===== config.mk =====
export PLATFORM = sky130hd
export DESIGN_NAME = muldiv_controller_flat
export DESIGN_NICKNAME = d
export VERILOG_FILES = /design/src/rtl/muldiv_pkg.sv /design/src/rtl/muldiv_if.sv /design/src/rtl/muldiv_divider.sv /design/src/rtl/muldiv_controller.sv /design/src/flat_wrapper.sv
export SDC_FILE = /design/constraint.sdc
export NUM_CORES = 1
export LEC_CHECK = 0
export CAP_MARGIN = 10
export CORE_MARGIN = 3
export CORE_UTILIZATION = 40
export DETAILED_ROUTE_END_ITERATION = 10
export SLEW_MARGIN = 30
export SYNTH_ARGS = -nofsm -noshare
export SYNTH_HDL_FRONTEND = slang
export SYNTH_SLANG_ARGS = --single-unit

===== constraint.sdc =====
create_clock -name clk -period 8.9 [get_ports clk]
set_input_delay 2.225 -clock clk [delete_from_list [all_inputs] [get_ports clk]]
set_output_delay 2.225 -clock clk [all_outputs]
set_load 0.01 [all_outputs]

===== src/rtl/muldiv_pkg.sv =====
// Shared types for the HI/LO multiply/divide controller.
// Op codes, FSM states and the divide-by-zero LO pattern.
package muldiv_pkg;

    typedef enum logic [3:0] {
        OP_NONE  = 4'd0,
        OP_MULT  = 4'd1,
        OP_MULTU = 4'd2,
        OP_DIV   = 4'd3,
        OP_DIVU  = 4'd4,
        OP_MTHI  = 4'd5,
        OP_MTLO  = 4'd6,
        OP_MFHI  = 4'd7,
        OP_MFLO  = 4'd8
    } op_e;

    typedef enum logic [2:0] {
        S_IDLE,
        S_MUL_LAUNCH,
        S_MUL_WAIT,
        S_DIV_RUN,
        S_FIXUP
    } state_e;

    localparam logic [31:0] DIV_BY_ZERO_LO = 32'hFFFF_FFFF;

    function automatic logic [31:0] mag(input logic [31:0] v,
                                        input logic s);
        return (s && v[31]) ? (~v + 32'd1) : v;
    endfunction

endpackage


===== src/rtl/muldiv_if.sv =====
// Core-side op bus plus external multiplier engine handshake.
// slave = controller view, master = core/engine view.
interface muldiv_if;

    logic        op_valid;
    logic [3:0]  op;
    logic [31:0] rs_data;
    logic [31:0] rt_data;
    logic        stall;
    logic [31:0] rd_data;
    logic        busy;
    logic        eng_start;
    logic [31:0] eng_a;
    logic [31:0] eng_b;
    logic        eng_busy;
    logic [31:0] eng_hi;
    logic [31:0] eng_lo;

    modport slave (
        input  op_valid, op, rs_data, rt_data,
        input  eng_busy, eng_hi, eng_lo,
        output stall, rd_data, busy,
        output eng_start, eng_a, eng_b
    );

    modport master (
        output op_valid, op, rs_data, rt_data,
        output eng_busy, eng_hi, eng_lo,
        input  stall, rd_data, busy,
        input  eng_start, eng_a, eng_b
    );

endinterface


===== src/rtl/muldiv_divider.sv =====
// Unsigned restoring divider, one quotient bit per cycle.
// o_done is high during the final step; results settle at that edge.
module muldiv_divider #(
    parameter int DIV_STEPS = 32
) (
    input  logic        clk,
    input  logic        rst_n,
    input  logic        i_start,
    input  logic [31:0] i_dividend,
    input  logic [31:0] i_divisor,
    output logic        o_done,
    output logic [31:0] o_quot,
    output logic [31:0] o_rem
);

    logic [31:0] r_rem;
    logic [31:0] r_quot;
    logic [31:0] r_dvs;
    logic [5:0]  r_cnt;
    logic        r_run;

    logic [32:0] w_shift;
    logic        w_ge;
    logic [31:0] w_sub;
    logic        w_last;

    // shifted remainder is always < 2*divisor, so the low 32 bits
    // of the difference are exact whenever no borrow occurs
    assign w_shift = {r_rem, r_quot[31]};
    assign w_ge    = w_shift >= {1'b0, r_dvs};
    assign w_sub   = w_shift[31:0] - r_dvs;
    assign w_last  = r_cnt == 6'(DIV_STEPS - 1);

    assign o_done = r_run & w_last;
    assign o_quot = r_quot;
    assign o_rem  = r_rem;

    always_ff @(posedge clk or negedge rst_n) begin
        if (!rst_n) begin
            r_rem  <= '0;
            r_quot <= '0;
            r_dvs  <= '0;
            r_cnt  <= '0;
            r_run  <= 1'b0;
        end else if (i_start) begin
            r_rem  <= '0;
            r_quot <= i_dividend;
            r_dvs  <= i_divisor;
            r_cnt  <= '0;
            r_run  <= 1'b1;
        end else if (r_run) begin
            r_rem  <= w_ge ? w_sub : w_shift[31:0];
            r_quot <= {r_quot[30:0], w_ge};
            r_cnt  <= r_cnt + 6'd1;
            if (w_last)
                r_run <= 1'b0;
        end
    end

endmodule


===== src/rtl/muldiv_controller.sv =====
// HI/LO owner: sequences MULT/DIV/MTxx/MFxx, drives the external
// multiplier engine and the internal divider, applies sign fix-up.
module muldiv_controller
    import muldiv_pkg::*;
#(
    parameter int DIV_STEPS = 32
) (
    input  logic     clk,
    input  logic     reset_n,
    muldiv_if.slave  bus
);

    state_e      r_state;
    state_e      w_next;
    logic [31:0] r_hi;
    logic [31:0] r_lo;
    logic [63:0] r_prod;
    logic [31:0] r_eng_a;
    logic [31:0] r_eng_b;
    logic        r_neg;
    logic        r_qneg;
    logic        r_rneg;
    logic        r_is_div;

    logic        w_idle;
    logic        w_acc;
    logic        w_is_mul;
    logic        w_is_div;
    logic        w_is_mthi;
    logic        w_is_mtlo;
    logic        w_signed;
    logic        w_sgn_x;
    logic        w_dz;
    logic        w_div_start;
    logic        w_div_done;
    logic [31:0] w_quot;
    logic [31:0] w_rem;
    logic [63:0] w_prod_fix;
    logic [31:0] w_quot_fix;
    logic [31:0] w_rem_fix;

    assign w_idle    = r_state == S_IDLE;
    assign w_acc     = bus.op_valid & w_idle;
    assign w_is_mul  = bus.op == OP_MULT || bus.op == OP_MULTU;
    assign w_is_div  = bus.op == OP_DIV  || bus.op == OP_DIVU;
    assign w_is_mthi = bus.op == OP_MTHI;
    assign w_is_mtlo = bus.op == OP_MTLO;
    assign w_signed  = bus.op == OP_MULT || bus.op == OP_DIV;
    assign w_sgn_x   = w_signed & (bus.rs_data[31] ^ bus.rt_data[31]);
    assign w_dz      = bus.rt_data == 32'd0;

    assign w_div_start = w_acc & w_is_div & ~w_dz;

    muldiv_divider #(.DIV_STEPS(DIV_STEPS)) u_div (
        .clk        (clk),
        .rst_n      (reset_n),
        .i_start    (w_div_start),
        .i_dividend (mag(bus.rs_data, w_signed)),
        .i_divisor  (mag(bus.rt_data, w_signed)),
        .o_done     (w_div_done),
        .o_quot     (w_quot),
        .o_rem      (w_rem)
    );

    assign w_prod_fix = r_neg  ? (~r_prod + 64'd1) : r_prod;
    assign w_quot_fix = r_qneg ? (~w_quot + 32'd1) : w_quot;
    assign w_rem_fix  = r_rneg ? (~w_rem  + 32'd1) : w_rem;

    assign bus.stall     = bus.op_valid & ~w_idle;
    assign bus.busy      = ~w_idle;
    assign bus.eng_start = r_state == S_MUL_LAUNCH;
    assign bus.eng_a     = r_eng_a;
    assign bus.eng_b     = r_eng_b;
    assign bus.rd_data   = (bus.op == OP_MFHI) ? r_hi :
                           (bus.op == OP_MFLO) ? r_lo : 32'd0;

    always_ff @(posedge clk or negedge reset_n) begin
        if (!reset_n)
            r_state <= S_IDLE;
        else
            r_state <= w_next;
    end

    always_comb begin
        w_next = r_state;
        unique case (r_state)
            S_IDLE: begin
                if (w_acc) begin
                    unique case (1'b1)
                        w_is_mul: w_next = S_MUL_LAUNCH;
                        w_is_div: w_next = w_dz ? S_FIXUP : S_DIV_RUN;
                        default:  w_next = S_IDLE;
                    endcase
                end
            end
            S_MUL_LAUNCH: w_next = S_MUL_WAIT;
            S_MUL_WAIT:   if (!bus.eng_busy) w_next = S_FIXUP;
            S_DIV_RUN:    if (w_div_done) w_next = S_FIXUP;
            S_FIXUP:      w_next = S_IDLE;
            default:      w_next = S_IDLE;
        endcase
    end

    // divide-by-zero rides the multiply fix-up path with a preset product
    always_ff @(posedge clk or negedge reset_n) begin
        if (!reset_n) begin
            r_hi     <= '0;
            r_lo     <= '0;
            r_prod   <= '0;
            r_eng_a  <= '0;
            r_eng_b  <= '0;
            r_neg    <= 1'b0;
            r_qneg   <= 1'b0;
            r_rneg   <= 1'b0;
            r_is_div <= 1'b0;
        end else begin
            unique case (r_state)
                S_IDLE: begin
                    if (w_acc) begin
                        unique case (1'b1)
                            w_is_mthi: r_hi <= bus.rs_data;
                            w_is_mtlo: r_lo <= bus.rs_data;
                            w_is_mul: begin
                                r_neg    <= w_sgn_x;
                                r_is_div <= 1'b0;
                                r_eng_a  <= mag(bus.rs_data, w_signed);
                                r_eng_b  <= mag(bus.rt_data, w_signed);
                            end
                            w_is_div: begin
                                r_neg    <= 1'b0;
                                r_is_div <= ~w_dz;
                                r_qneg   <= w_sgn_x;
                                r_rneg   <= w_signed & bus.rs_data[31];
                                r_prod   <= {bus.rs_data, DIV_BY_ZERO_LO};
                            end
                            default: ;
                        endcase
                    end
                end
                S_MUL_WAIT: begin
                    if (!bus.eng_busy)
                        r_prod <= {bus.eng_hi, bus.eng_lo};
                end
                S_FIXUP: begin
                    if (r_is_div)
                        {r_hi, r_lo} <= {w_rem_fix, w_quot_fix};
                    else
                        {r_hi, r_lo} <= w_prod_fix;
                end
                default: ;
            endcase
        end
    end

endmodule


===== src/flat_wrapper.sv =====
// flat-port wrapper written by rule: the top's interface ports become plain ports
module muldiv_controller_flat import muldiv_pkg::*;
#(
    parameter int DIV_STEPS = 32
)
  (clk, reset_n, bus_op_valid, bus_op, bus_rs_data, bus_rt_data, bus_eng_busy, bus_eng_hi, bus_eng_lo, bus_stall, bus_rd_data, bus_busy, bus_eng_start, bus_eng_a, bus_eng_b);
  muldiv_if bus_i ();
  input  logic clk;
  input  logic reset_n;
  input wire logic [$bits(bus_i.op_valid)-1:0] bus_op_valid;
  input wire logic [$bits(bus_i.op)-1:0] bus_op;
  input wire logic [$bits(bus_i.rs_data)-1:0] bus_rs_data;
  input wire logic [$bits(bus_i.rt_data)-1:0] bus_rt_data;
  input wire logic [$bits(bus_i.eng_busy)-1:0] bus_eng_busy;
  input wire logic [$bits(bus_i.eng_hi)-1:0] bus_eng_hi;
  input wire logic [$bits(bus_i.eng_lo)-1:0] bus_eng_lo;
  output wire logic [$bits(bus_i.stall)-1:0] bus_stall;
  output wire logic [$bits(bus_i.rd_data)-1:0] bus_rd_data;
  output wire logic [$bits(bus_i.busy)-1:0] bus_busy;
  output wire logic [$bits(bus_i.eng_start)-1:0] bus_eng_start;
  output wire logic [$bits(bus_i.eng_a)-1:0] bus_eng_a;
  output wire logic [$bits(bus_i.eng_b)-1:0] bus_eng_b;
  assign bus_i.op_valid = bus_op_valid;
  assign bus_i.op = bus_op;
  assign bus_i.rs_data = bus_rs_data;
  assign bus_i.rt_data = bus_rt_data;
  assign bus_i.eng_busy = bus_eng_busy;
  assign bus_i.eng_hi = bus_eng_hi;
  assign bus_i.eng_lo = bus_eng_lo;
  assign bus_stall = bus_i.stall;
  assign bus_rd_data = bus_i.rd_data;
  assign bus_busy = bus_i.busy;
  assign bus_eng_start = bus_i.eng_start;
  assign bus_eng_a = bus_i.eng_a;
  assign bus_eng_b = bus_i.eng_b;
  muldiv_controller #(.DIV_STEPS(DIV_STEPS)) u_core (.clk(clk), .reset_n(reset_n), .bus(bus_i));
endmodule

==> run summary, run 1 <==
For the worst setup path, the data required time is 6.68 ns. In this run the remaining antenna-violating nets after routing total 0. IR analysis of the VDD net gives a maximum drop of 0.1621 mV. Per report_power, the sequential group accounts for 32.7% of the total.

The reported max-cap violation count was 0; the overall overflow remaining after global route was 0. The final weighted congestion of routability-driven global placement is 0.9225. During I/O placement, the number of pins put on the boundary was 235.

Counting the buffers created by CTS gives 37. Setup violations remaining at the end of the flow were counted as 0. The flow ran to the end, and the final reports show no timing, DRC or antenna violations.

The fraction of layout cells with a size suffix above 1 is 5.577%, and the sequential share of the synthesized area is 39.73%. After routing the design area is 0.02308 sq mm. STA puts the critical path data arrival time at 4.31 ns. Number of antenna violations at the first check in global routing: 1. In this run the power density over the cells is 377.3 mW/mm^2.

Total power for the finished layout comes to 8.706 mW. The tools report the number of slew-limit violations in the final report as 0. The largest net degree at the start of global routing was 142; the via count of the first global-routing pass was 16,720. The tightest hold margin is 0.4751 ns, and the minimum clock period after layout is 6.532 ns. The later pin in the worst-skew pair is clocked with a latency of 0.55 ns. For the via count, the log shows 17,140. The synthesized netlist contains 77 unique library cells. The filler cell count is 4,529.

The count of routing violations after the opening detailed-route iteration is 1,374, and the DRC violation count after routing is 0. The internal portion of the total power is 4.907 mW. The final layout contains 2,538 nets.

The initial cell density of the core was 40.68%. The share of total power dissipated in combinational logic is 49.6%. For the HPWL reported at the end of detailed placement, the log shows 49,100 um. Root buffer selected by CTS: sky130_fd_sc_hd__clkbuf_16.

After synthesis, the cell types taking the most area are sky130_fd_sc_hd__dfrtp_1 (40%), sky130_fd_sc_hd__o21ai_0 (6.8%), sky130_fd_sc_hd__nand2_1 (5.9%). Adding up every negative setup slack in the final design gives 0 ns. Category of the worst setup path capture point: an output port. Setup repair after global routing left no endpoint under its margin. The type of the worst setup path was primary input to output port. In the synthesized netlist the dominant register cell turns out to be sky130_fd_sc_hd__dfrtp_1. In this run the core area contains 79 standard-cell rows. The clock tree synthesis step divided the H-tree into 2 levels.

The post-detailed-route via-to-cell ratio came out at 5.728. The category of the worst setup path launch point was a primary input. The fraction of synthesis flops using an asynchronous set or reset pin works out to 100.0%. The leakage power summed over all cells is 9.201 nW. The floorplan step defined a die boundary enclosing 0.05021 sq mm. For this run, the number of standard cells in the final layout without fillers is 2,993. The logs give 0 for the total of hold buffers inserted after clock tree synthesis and 100,400 um for the wire length of the first global-routing pass. Number of buffers and inverters on the critical path: 3. The run gives 2,383 as the net count after synthesis. Path category of the worst min-delay check: flop to flop.

The family of cells with the greatest summed delay on the critical path was buffers and inverters. Post-CTS timing repair inserted 0 buffers for setup. Port buffering added 234 buffers. In this run the power spent charging and discharging nets is 3.799 mW. The mean routed wirelength per cell was 21.92 um.

In the layout the commonest cells are sky130_fd_sc_hd__dfrtp_1 (299), sky130_fd_sc_hd__nand2_1 (295), sky130_fd_sc_hd__o21ai_0 (258). The area growth from synthesis to layout was 21.32%. At the pin with the least slew margin, the transition time is 1.032 ns. The routed design has 65,600 um of wire. The share of synthesized area in the top cell type comes to 39.73%. The most repeated library cell on the critical path was sky130_fd_sc_hd__clkdlybuf4s50_1. For this design, the slowest cell found on the critical path is sky130_fd_sc_hd__clkdlybuf4s50_1.

Synthesis produced 2,208 cells. The number of hold violations in the final report came out at 0. The die outline height is 224.1 um, and the number of buffers on the longest clock path is 3. For this run, the detailed router's first-pass iteration total came to 5.

Headroom to the max-slew limit came out at 31.18%. Across the routed clock network, the largest skew measured is 0.01471 ns. The number of enable flip-flop cells after synthesis is 0. The maximum clock frequency was 153.1 MHz; the number of cells in the design after placement was 2,931.

The mapped netlist covers 0.01902 sq mm. The total of cells resized after clock tree synthesis was 0; the standard cell core area was 0.04675 sq mm. The biggest fanout along the worst timing path was 30; the count of warnings emitted by yosys was 0. The share of the clock period used by the worst path after layout was 73.39%. The signal on the critical path passes through clkdlybuf4s50_1 > nor2_1 > and3_1 > buf_4 > a22o_1 > clkdlybuf4s50_1. The global-route usage over all layers is 25.72%, and the synthesized flop and latch total is 302. The standard cell area after detailed placement was 0.02184 sq mm; the portion of total power attributed to the clock network was 17.8%. The mean area per synthesized cell was 8.614 sq um. The cell type with the highest aggregate area in the netlist was sky130_fd_sc_hd__dfrtp_1. After clock tree synthesis, the clock-pin slew on the worst setup and hold paths is 0.05 ns. The largest single stage delay on the critical path is 0.54 ns.

TritonCTS built the clock tree. Counting every sink on the clock net gives 302. From left edge to right edge, the die measures 224.1 um. Net switching is 43.64% of the power. Most frequent standard cell in the layout excluding fill and tap cells: sky130_fd_sc_hd__dfrtp_1.
-- path summary, 6_finish.rpt --
check	startpoint	endpoint	slack, ns	cells after the start
max	bus_op[0]	bus_rd_data[9]	2.37	6
min	u_core.bus.eng_a[19]	u_core.bus.eng_a[19]	0.48	2
max reg2reg	u_core.u_div.o_rem[6]	u_core.u_div.o_rem[14]	4.89	11
min reg2reg	u_core.bus.eng_a[19]	u_core.bus.eng_a[19]	0.48	2
max in group asynchronous	reset_n	u_core.u_div.r_run	5.77	2
min in group asynchronous	reset_n	u_core.bus.eng_a[13]	1.68	1
-- layer usage --
layer / global-route usage [%] / up-vias / wire length [um]
met1: 33.14 / 8200 / 27850
met5: 0 / - / 13
li1: - / 8214 / -
met2: 42.10 / 584 / 30480
met4: 12.86 / 2 / 3521
met3: 4.167 / 143 / 3729
-- cell usage after synthesis (all sizes together) (10+ instances only) --
master,instances
xnor2,108
nor2b,33
clkbuf,123
o22a,30
o31ai,41
dfrtp,302
or2,10
ha,38
a21oi,156
or3,17
nand3,48
o211ai,14
mux2i,49
xor2,107
a22o,32
a21o,19
nor4,21
nor2,140
or4,21
buf,16
a211oi,65
nand2,297
nor3,26
inv,63
o41ai,26
nand2b,17
o21ai,263
-- cell type report --
type / count / area [sq um] / share of cell area (%)
Antenna cell: 1 / 2.502 / 0.01084
Clock buffer: 47 / 1013 / 4.392
Clock inverter: 14 / 198.9 / 0.8621
Inverter: 63 / 236.5 / 1.025
Multi-Input combinational cell: 1704 / 10750 / 46.60
Sequential cell: 302 / 7564 / 32.78
Tap cell: 607 / 759.5 / 3.291
Timing Repair Buffer: 255 / 2549 / 11.04
-- cell families after synthesis --
logic type / share of synthesized area (%)
AO/OA/AOI/OAI: 23.70
XOR/XNOR: 9.900
adder cells (fa/ha/maj): 2.605
buffers and inverters: 4.039
flip-flops: 39.73
multiplexers: 3.052
AND/OR/NAND/NOR: 16.97
-- state kept, by name, summed over array words and instances, names as in the netlist, 3 cells and up --
| name | count |
|---|---|
| u_core.u_div.o_quot | 32 |
| u_core.r_prod | 64 |
| u_core.u_div.o_rem | 32 |
| u_core.bus.eng_b | 32 |
| u_core.r_lo | 32 |
| u_core.r_hi | 32 |
| u_core.u_div.r_cnt | 6 |
| u_core.r_state | 3 |
| u_core.bus.eng_a | 32 |
| u_core.u_div.r_dvs | 32 |
-- worst register-to-register path: cells and delay by family (launching register included) --
kind | cells | cell delay [ns]
simple gates | 3 | 0.71
mux | 2 | 0.54
buf+inv | 1 | 0.48
fa+ha+maj | 1 | 0.42
compound gates | 4 | 1.21
flops | 1 | 0.48
-- metrics by stage --
| stage | setup WS [ns] | utilization (%) |
|---|---|---|
| 3_3_place_gp | 2.499 | 46.66 |
| 3_5_place_dp | 2.407 | 46.72 |
| 2_1_floorplan | 3.541 | - |
| 4_1_cts | 2.406 | 49.31 |
| 5_1_grt | 2.282 | 49.35 |
| 6_report | 2.368 | 49.36 |
-- power by group through the flow --
stage | clock, mW | combinational (mW) | sequential [mW]
2_1_floorplan | 0 | 3.03 | 2.60
3_3_place_gp | 0 | 4.22 | 2.84
3_5_place_dp | 0 | 4.30 | 2.84
4_1_cts | 1.58 | 4.32 | 2.83
5_1_grt | 1.63 | 4.81 | 2.93
6_report | 1.55 | 4.32 | 2.84
No activity file was read; power rests on OpenSTA's default activity.
==> run 2: changes to the inputs <==
==> constraint.sdc (replaced) <==
create_clock -name clk -period 6.5 [get_ports clk]
set_input_delay 1.625 -clock clk [delete_from_list [all_inputs] [get_ports clk]]
set_output_delay 1.625 -clock clk [all_outputs]
set_load 0.01 [all_outputs]
==> run summary, run 2 (synthesized netlist as in run 1, its figures left out) <==
The flow ran to the end, and the final reports show no timing, DRC or antenna violations. Among the stages of the critical path, the cell type that occurs most often is sky130_fd_sc_hd__clkdlybuf4s50_1. Mean routed wirelength per cell: 21.92 um (about the same).

The path class of the tightest hold or removal check is flop to flop. The number of setup violations in the final report is 0 (unchanged). The HPWL reported at the end of detailed placement is 49,180 um (+0.16%). The total number of nets in the final design was 2,539 (+0.039%); the post-detailed-route via-to-cell ratio was 5.757 (+0.50%). The run gives 79 (unchanged) as the number of cell rows.

The tools report the final wirelength as 65,750 um (+0.23%). The global-route track usage on met2 is 42.01% (-0.089 points). The startpoint identified for the worst register-to-register timing path is u_core.u_div.o_rem[6]. From synthesis to final layout, the design area changed by 22.07%.

The number of flip-flops under the largest register name works out to 64 (unchanged). The portion of total power attributed to the clock network is 19.0% (+1.2 points), and the biggest fanout along the worst timing path is 32 (+6.7%). The minimum clock period after layout came out at 5.238 ns.

The actual transition at the worst max-transition pin was 1.020 ns (-0.01207 ns). The tools report the DRC violation count after routing as 0 (unchanged). The critical path's largest stage delay is 0.54 ns (about the same), and the worst vdd rail ir drop is 0.2175 mV (+34%).

For the count of routing violations after the opening detailed-route iteration, the log shows 1,317 (-4.1%). The logs give 0 ns (unchanged) for the setup TNS and 0 (unchanged) for the number of nets with antenna violations after detailed routing. The logs give 0 (unchanged) for the number of hold violations in the final report and 0 (unchanged) for the total setup buffers inserted after CTS. The combinational group share of total power came out at 48.8% (-0.8 points).

The number of H-tree levels was 2 (unchanged). The tools report the root buffer selected by CTS as sky130_fd_sc_hd__clkbuf_16. The run gives 302 (unchanged) as the number of clock sinks seen by CTS. TritonCTS built the clock tree. Worst-skew pair later-pin latency: 0.56 ns (about the same). The end of the critical path is bus_rd_data[20].

Category of the worst setup path capture point: an output port. Setup repair after global routing left no endpoint under its margin. Counting flops per register, the top entry is u_core.r_prod. The category of the worst setup path launch point was a primary input.

The worst-case headroom to the max-slew limit is 31.36% (+0.18 points). The tools report the worst clock skew on the final layout as 0.02140 ns (+0.006688 ns). The worst endpoint required time is 4.88 ns (-1.80 ns). Leaving out fill and tap cells, the most frequent cell in the layout is sky130_fd_sc_hd__dfrtp_1. The run gives 0.05021 sq mm (unchanged) as the full die area.

The reported max-cap violation count was 0 (unchanged); the fraction of layout cells with a size suffix above 1 was 5.895% (+0.32 points). Leakage power summed over all cells: 9.271 nW (+0.77%). The endpoint identified for the worst register-to-register timing path is u_core.u_div.o_rem[14]. Power density relative to cell area: 520.9 mW/mm^2 (+38%).

The slowest stage of the critical path is the sky130_fd_sc_hd__clkdlybuf4s50_1 cell. Total of hold buffers inserted after clock tree synthesis: 0 (unchanged). The run gives 100,600 um (+0.17%) as the wire length of the first global-routing pass.

The filler cell count is 4,489 (-0.88%). The area taken by multi-input logic gates is 0.01075 sq mm (about the same). The logs give 0 (unchanged) for the overall overflow remaining after global route and 3.61 ns (-0.70 ns) for the arrival time of the worst setup path. Setup slack of the worst register-to-register path: 2.23 ns (-2.66 ns). The number of buffers on the longest clock path is 3 (unchanged). The worst path uses 80.58% of the clock period.

The run gives 38 (+2.7%) as the total CTS buffers. The clock-pin transition on the worst setup and hold timing paths was 0.05 ns (about the same); the via count of the first global-routing pass was 16,790 (+0.42%). The total internal power came out at 6.846 mW (+40%). For the diode insertion count for antenna repair, the log shows 0 (-1). The number of optimization iterations in the first detailed-route pass came out at 5 (unchanged).

The busiest layer in global routing is met2. The cell count of the worst reg-to-reg path is 11 (unchanged), and the post-layout utilization of the core is 49.66% (+0.31 points). The global routing met1 resource utilization was 33.78% (+0.64 points). In this run the worst setup path begins at bus_op[0].

Die outline height: 224.1 um (unchanged). The tools report the global-route usage over all layers as 25.75% (+0.036 points). The run gives 0 (unchanged) as the number of slew-limit violations in the final report.

The tools report the final weighted congestion of routability-driven global placement as 0.9275 (+0.54%). The worst setup path is of the primary input to output port kind. The largest net degree at the start of global routing is 112 (-21%).

The via count was 17,260 (+0.71%). The sequential share of power is 32.3% (-0.4 points), and the maximum clock frequency is 190.9 MHz. Standard cell core area: 0.04675 sq mm (unchanged). The count of input and output buffers works out to 234 (unchanged). The startpoint identified for the worst hold timing path is u_core.bus.eng_a[17]. The switching share of power was 43.40% (-0.24 points). The die boundary width was 224.1 um (unchanged); the total of cells resized after clock tree synthesis was 0 (unchanged).

The library cells used most frequently in the layout, excluding fill and tap cells, are sky130_fd_sc_hd__dfrtp_1 (298), sky130_fd_sc_hd__nand2_1 (295), sky130_fd_sc_hd__o21ai_0 (258). The logs give 4.023% (-0.14 points) for the met3 usage and 235 (unchanged) for the number of top-level pins. The logs give 3 (+2) for the number of antenna violations at the first check in global routing and 0.007565 sq mm (about the same) for the register area.

Traced cell by cell, the critical path runs through clkdlybuf4s50_1 > nor2_1 > and3_1 > buf_4 > a22o_1 > clkdlybuf4s50_1. The net load switching power came out at 5.249 mW (+38%). Initial cell density of the core: 40.68% (unchanged).
[run 2: cell type report]
cell class | count | area share [%]
clock buffer | 55 | 4.979
clock inverter | 13 | 0.8460
inverter | 63 | 1.018
multi-input combinational | 1704 | 46.29
sequential | 302 | 32.58
tap | 607 | 3.271
timing repair buffer | 255 | 11.01
[run 2: how the worst min path moves through the flow]
stage	end	slack (ns)	depth (start not counted)
after CTS	u_core.bus.eng_a[17]	0.48	2
after global placement	u_core.bus.eng_b[17]	0.46	2
after detailed placement	u_core.bus.eng_a[17]	0.47	2
after global routing	u_core.u_div.r_dvs[15]	0.51	2
after floorplan	u_core.r_hi[11]	0.45	2
final	u_core.bus.eng_a[17]	0.47	2
[run 2: metal layers]
layer  vias up  wire length, um  part of all wire [%]
met5         -               40                 0.061
met4         6             3306                   5.0
met3       140             3729                   5.7
met2       599            30800                    47
met1      8298            27870                    42
li1       8221                -                     -
[run 2: power groups by stage]
stage	Combinational (mW)	Sequential, mW	Clock, mW
after detailed placement	5.87	3.90	0
after floorplan	4.16	3.56	0
after CTS	5.90	3.88	2.34
after global placement	5.79	3.89	0
final	5.90	3.90	2.29
after global routing	6.55	4.02	2.41
[run 2: critical path: cells and delay by family]
family                 cells  cell delay [ns]
AO/OA/AOI/OAI              1             0.21
buffers and inverters      3             1.38
AND/OR/NAND/NOR            2             0.34
[run 2: through the flow]
step	cells	power [mW]	cell area [sq um]	hold WS (ns)	setup slack, ns
4_1_cts	2998	12.11	23180	0.4826	1.241
3_3_place_gp	2930	9.677	21830	0.4621	1.331
3_5_place_dp	2930	9.770	21830	0.4700	1.235
2_1_floorplan	2208	7.716	19020	0.4493	2.341
5_1_grt	2999	12.97	23220	0.5054	1.137
6_report	2999	12.09	23220	0.4725	1.262
==> run 3: changes to the inputs <==
==> constraint.sdc (replaced) <==
create_clock -name clk -period 4.6 [get_ports clk]
set_input_delay 1.15 -clock clk [delete_from_list [all_inputs] [get_ports clk]]
set_output_delay 1.15 -clock clk [all_outputs]
set_load 0.01 [all_outputs]
==> run summary, run 3 (synthesized netlist as in run 1, its figures left out) <==
The standard cell core area was 0.04675 sq mm (unchanged); the diode insertion count for antenna repair was 0 (unchanged). For the count of routing violations after the opening detailed-route iteration, the log shows 1,238 (-6.0%). The tree is rooted in a sky130_fd_sc_hd__clkbuf_16.

Traced cell by cell, the critical path runs through clkdlybuf4s50_1 > nor2_1 > and3_1 > buf_12 > a22o_1 > clkdlybuf4s50_1. Number of antenna violations at the first check in global routing: 0 (-3). Cell with the largest stage delay on the worst path: sky130_fd_sc_hd__clkdlybuf4s50_1.

The run gives 0.01652 ns (-0.004878 ns) as the worst clock skew on the final layout. The die boundary width works out to 224.1 um (unchanged). Number of optimization iterations in the first detailed-route pass: 7 (+2). The DRC violation count after routing is 0 (unchanged). Largest register by flop count: u_core.r_prod. The number of cell rows came out at 79 (unchanged). The number of setup violations in the final report is 0 (unchanged), and the final weighted congestion of routability-driven global placement is 0.9477 (+2.2%). The number of slew-limit violations in the final report is 0 (unchanged), and the mean routed wirelength per cell is 22.19 um (+1.2%). Most frequent standard cell in the layout excluding fill and tap cells: sky130_fd_sc_hd__dfrtp_1. In the layout the commonest cells are sky130_fd_sc_hd__dfrtp_1 (299), sky130_fd_sc_hd__nand2_1 (296), sky130_fd_sc_hd__o21ai_0 (258).

For the post-layout utilization of the core, the log shows 50.33% (+0.67 points). The total number of nets in the final design was 2,564 (+0.98%); the post-detailed-route via-to-cell ratio was 5.758 (about the same). The via count of the first global-routing pass was 17,040 (+1.5%); the routed wire length on met2 was 31,370 um (+1.9%). The run gives 0 (unchanged) as the reported max-cap violation count.

The run gives 3 (unchanged) as the number of buffers on the longest clock path. The biggest fanout along the worst timing path came out at 32 (unchanged). The clock-pin transition on the worst setup and hold timing paths was 0.06 ns (about the same). The tools report the number of hold violations in the final report as 0 (unchanged). For the total CTS buffers, the log shows 38 (unchanged). The most repeated library cell on the critical path was sky130_fd_sc_hd__clkdlybuf4s50_1. The worst path needs 4.156 ns of the cycle, external delays included. The run gives 0.05021 sq mm (unchanged) as the full die area. The run gives 0 (unchanged) as the overall overflow remaining after global route. The setup TNS came out at 0 ns (unchanged).

The leakage power summed over all cells is 9.428 nW (+1.7%). The family of cells with the greatest summed delay on the critical path was buffers and inverters. The final critical path takes up 90.36% of the cycle. Compared with the post-synthesis result, the final layout area differs by 23.71%. The critical path in this run is classified as primary input to output port. The die outline height was 224.1 um (unchanged). TritonCTS built the clock tree.

The run finished with clean final reports. The fraction of layout cells with a size suffix above 1 was 6.907% (+1.0 points). The via count was 17,420 (+0.90%); the met3 layer wire length in the routed design was 3622 um (-2.9%). The path category of the worst min-delay check is flop to flop.

The critical path's largest stage delay works out to 0.54 ns (about the same). The total setup buffers inserted after CTS was 0 (unchanged). Setup repair after global routing left no endpoint under its margin. The total of cells resized after clock tree synthesis was 0 (unchanged); the number of H-tree levels was 2 (unchanged). The total of hold buffers inserted after clock tree synthesis was 0 (unchanged). STA classifies the critical path startpoint as a primary input. The number of top-level pins was 235 (unchanged); the number of clock sinks seen by CTS was 302 (unchanged).

The number of flip-flops under the largest register name is 64 (unchanged). The maximum clock frequency is 240.6 MHz, and the worst-case headroom to the max-slew limit is 38.88% (+7.5 points). Number of buffers and inverters on the critical path: 3 (unchanged).

The initial cell density of the core is 40.68% (unchanged). The wire length of the first global-routing pass is 102,400 um (+1.8%), and the actual transition at the worst max-transition pin is 0.9168 ns (-0.1034 ns). Count of input and output buffers: 234 (unchanged). For the number of nets with antenna violations after detailed routing, the log shows 0 (unchanged). The worst vdd rail ir drop came out at 0.3001 mV (+38%). STA classifies the critical path endpoint as an output port. The worst endpoint required time is 3.45 ns (-1.43 ns).

The power density relative to cell area is 737.5 mW/mm^2 (+42%), and the global-route usage over all layers is 26.30% (+0.55 points). Arrival time of the worst setup path: 3.01 ns (-0.60 ns). The final wirelength was 67,120 um (+2.1%); the routed length on met1 was 28,670 um (+2.9%). The worst-skew pair later-pin latency was 0.56 ns (about the same); the largest net degree at the start of global routing was 97 (-13%). The topmost layer with routed signal wires is met4. The HPWL reported at the end of detailed placement is 50,660 um (+3.0%).
==> run 3: changes by cell type in the layout (fill, tap and decap cells not counted), moves of 4 or more <==
cell and delta:
sky130_fd_sc_hd__buf_12 +8, sky130_fd_sc_hd__buf_4 +20, sky130_fd_sc_hd__clkbuf_8 -6, sky130_fd_sc_hd__clkinvlp_4 +4
==> run 3: where the power goes <==
part           total [mW]  internal [mW]  switching, mW
clock                3.35           2.11           1.24
sequential           5.66           3.97           1.69
combinational        8.35           3.76           4.59
==> run 3: worst reg2reg max path: stages, from the launching register on <==
cell	delay, ns
sky130_fd_sc_hd__dfrtp_1	0.41
sky130_fd_sc_hd__inv_1	0.18
sky130_fd_sc_hd__ha_1	0.19
sky130_fd_sc_hd__inv_1	0.05
sky130_fd_sc_hd__fa_1	0.41
sky130_fd_sc_hd__a21o_1	0.20
sky130_fd_sc_hd__a221o_1	0.37
sky130_fd_sc_hd__a221oi_1	0.66
sky130_fd_sc_hd__o21ai_0	0.30
sky130_fd_sc_hd__nand4b_1	0.33
sky130_fd_sc_hd__a41oi_1	0.35
sky130_fd_sc_hd__xnor2_1	0.16
sky130_fd_sc_hd__nand3b_1	0.09
sky130_fd_sc_hd__a21oi_1	0.15
==> run 3: path summary, 6_finish.rpt <==
kind / from / endpoint / cells past startpoint / slack, ns
min reg2reg: u_core.u_div.r_dvs[29] / u_core.u_div.r_dvs[29] / 2 / 0.48
max: bus_op[0] / bus_rd_data[0] / 6 / 0.44
max reg2reg: u_core.u_div.o_quot[31] / u_core.u_div.o_rem[28] / 13 / 0.69
min in group asynchronous: reset_n / u_core.bus.eng_a[17] / 1 / 0.52
max in group asynchronous: reset_n / u_core.r_prod[54] / 2 / 3.15
min: u_core.u_div.r_dvs[29] / u_core.u_div.r_dvs[29] / 2 / 0.48
==> run 3: metrics by stage <==
stage | cells | setup WS [ns] | power [mW] | hold WS [ns] | instance area [sq um]
final | 3025 | 0.4435 | 17.36 | 0.4788 | 23530
after global routing | 3025 | 0.3327 | 18.64 | 0.5012 | 23530
after CTS | 3025 | 0.4457 | 17.39 | 0.4837 | 23530
after detailed placement | 2956 | 0.3754 | 13.96 | 0.4711 | 22120
after global placement | 2956 | 0.3680 | 13.82 | 0.4635 | 22120
after floorplan | 2208 | 1.196 | 10.90 | 0.4493 | 19020
==> run 3: area by class of cell <==
type                    count  area (sq um)
flip-flops and latches    302          7566
clock inverters            20         291.5
repair buffers            280          2818
inverters                  63         236.5
fillers                  4475         23220
multi-input cells        1704         10740
well taps                 607         759.5
clock buffers              49          1116
==> run 3: per-layer routing <==
| metal | up-vias | global-route usage (%) |
|---|---|---|
| met2 | 580 | 43.32 |
| met5 | - | 0 |
| met1 | 8411 | 34.27 |
| met3 | 145 | 4.010 |
| met4 | 0 | 12.05 |
| li1 | 8283 | - |
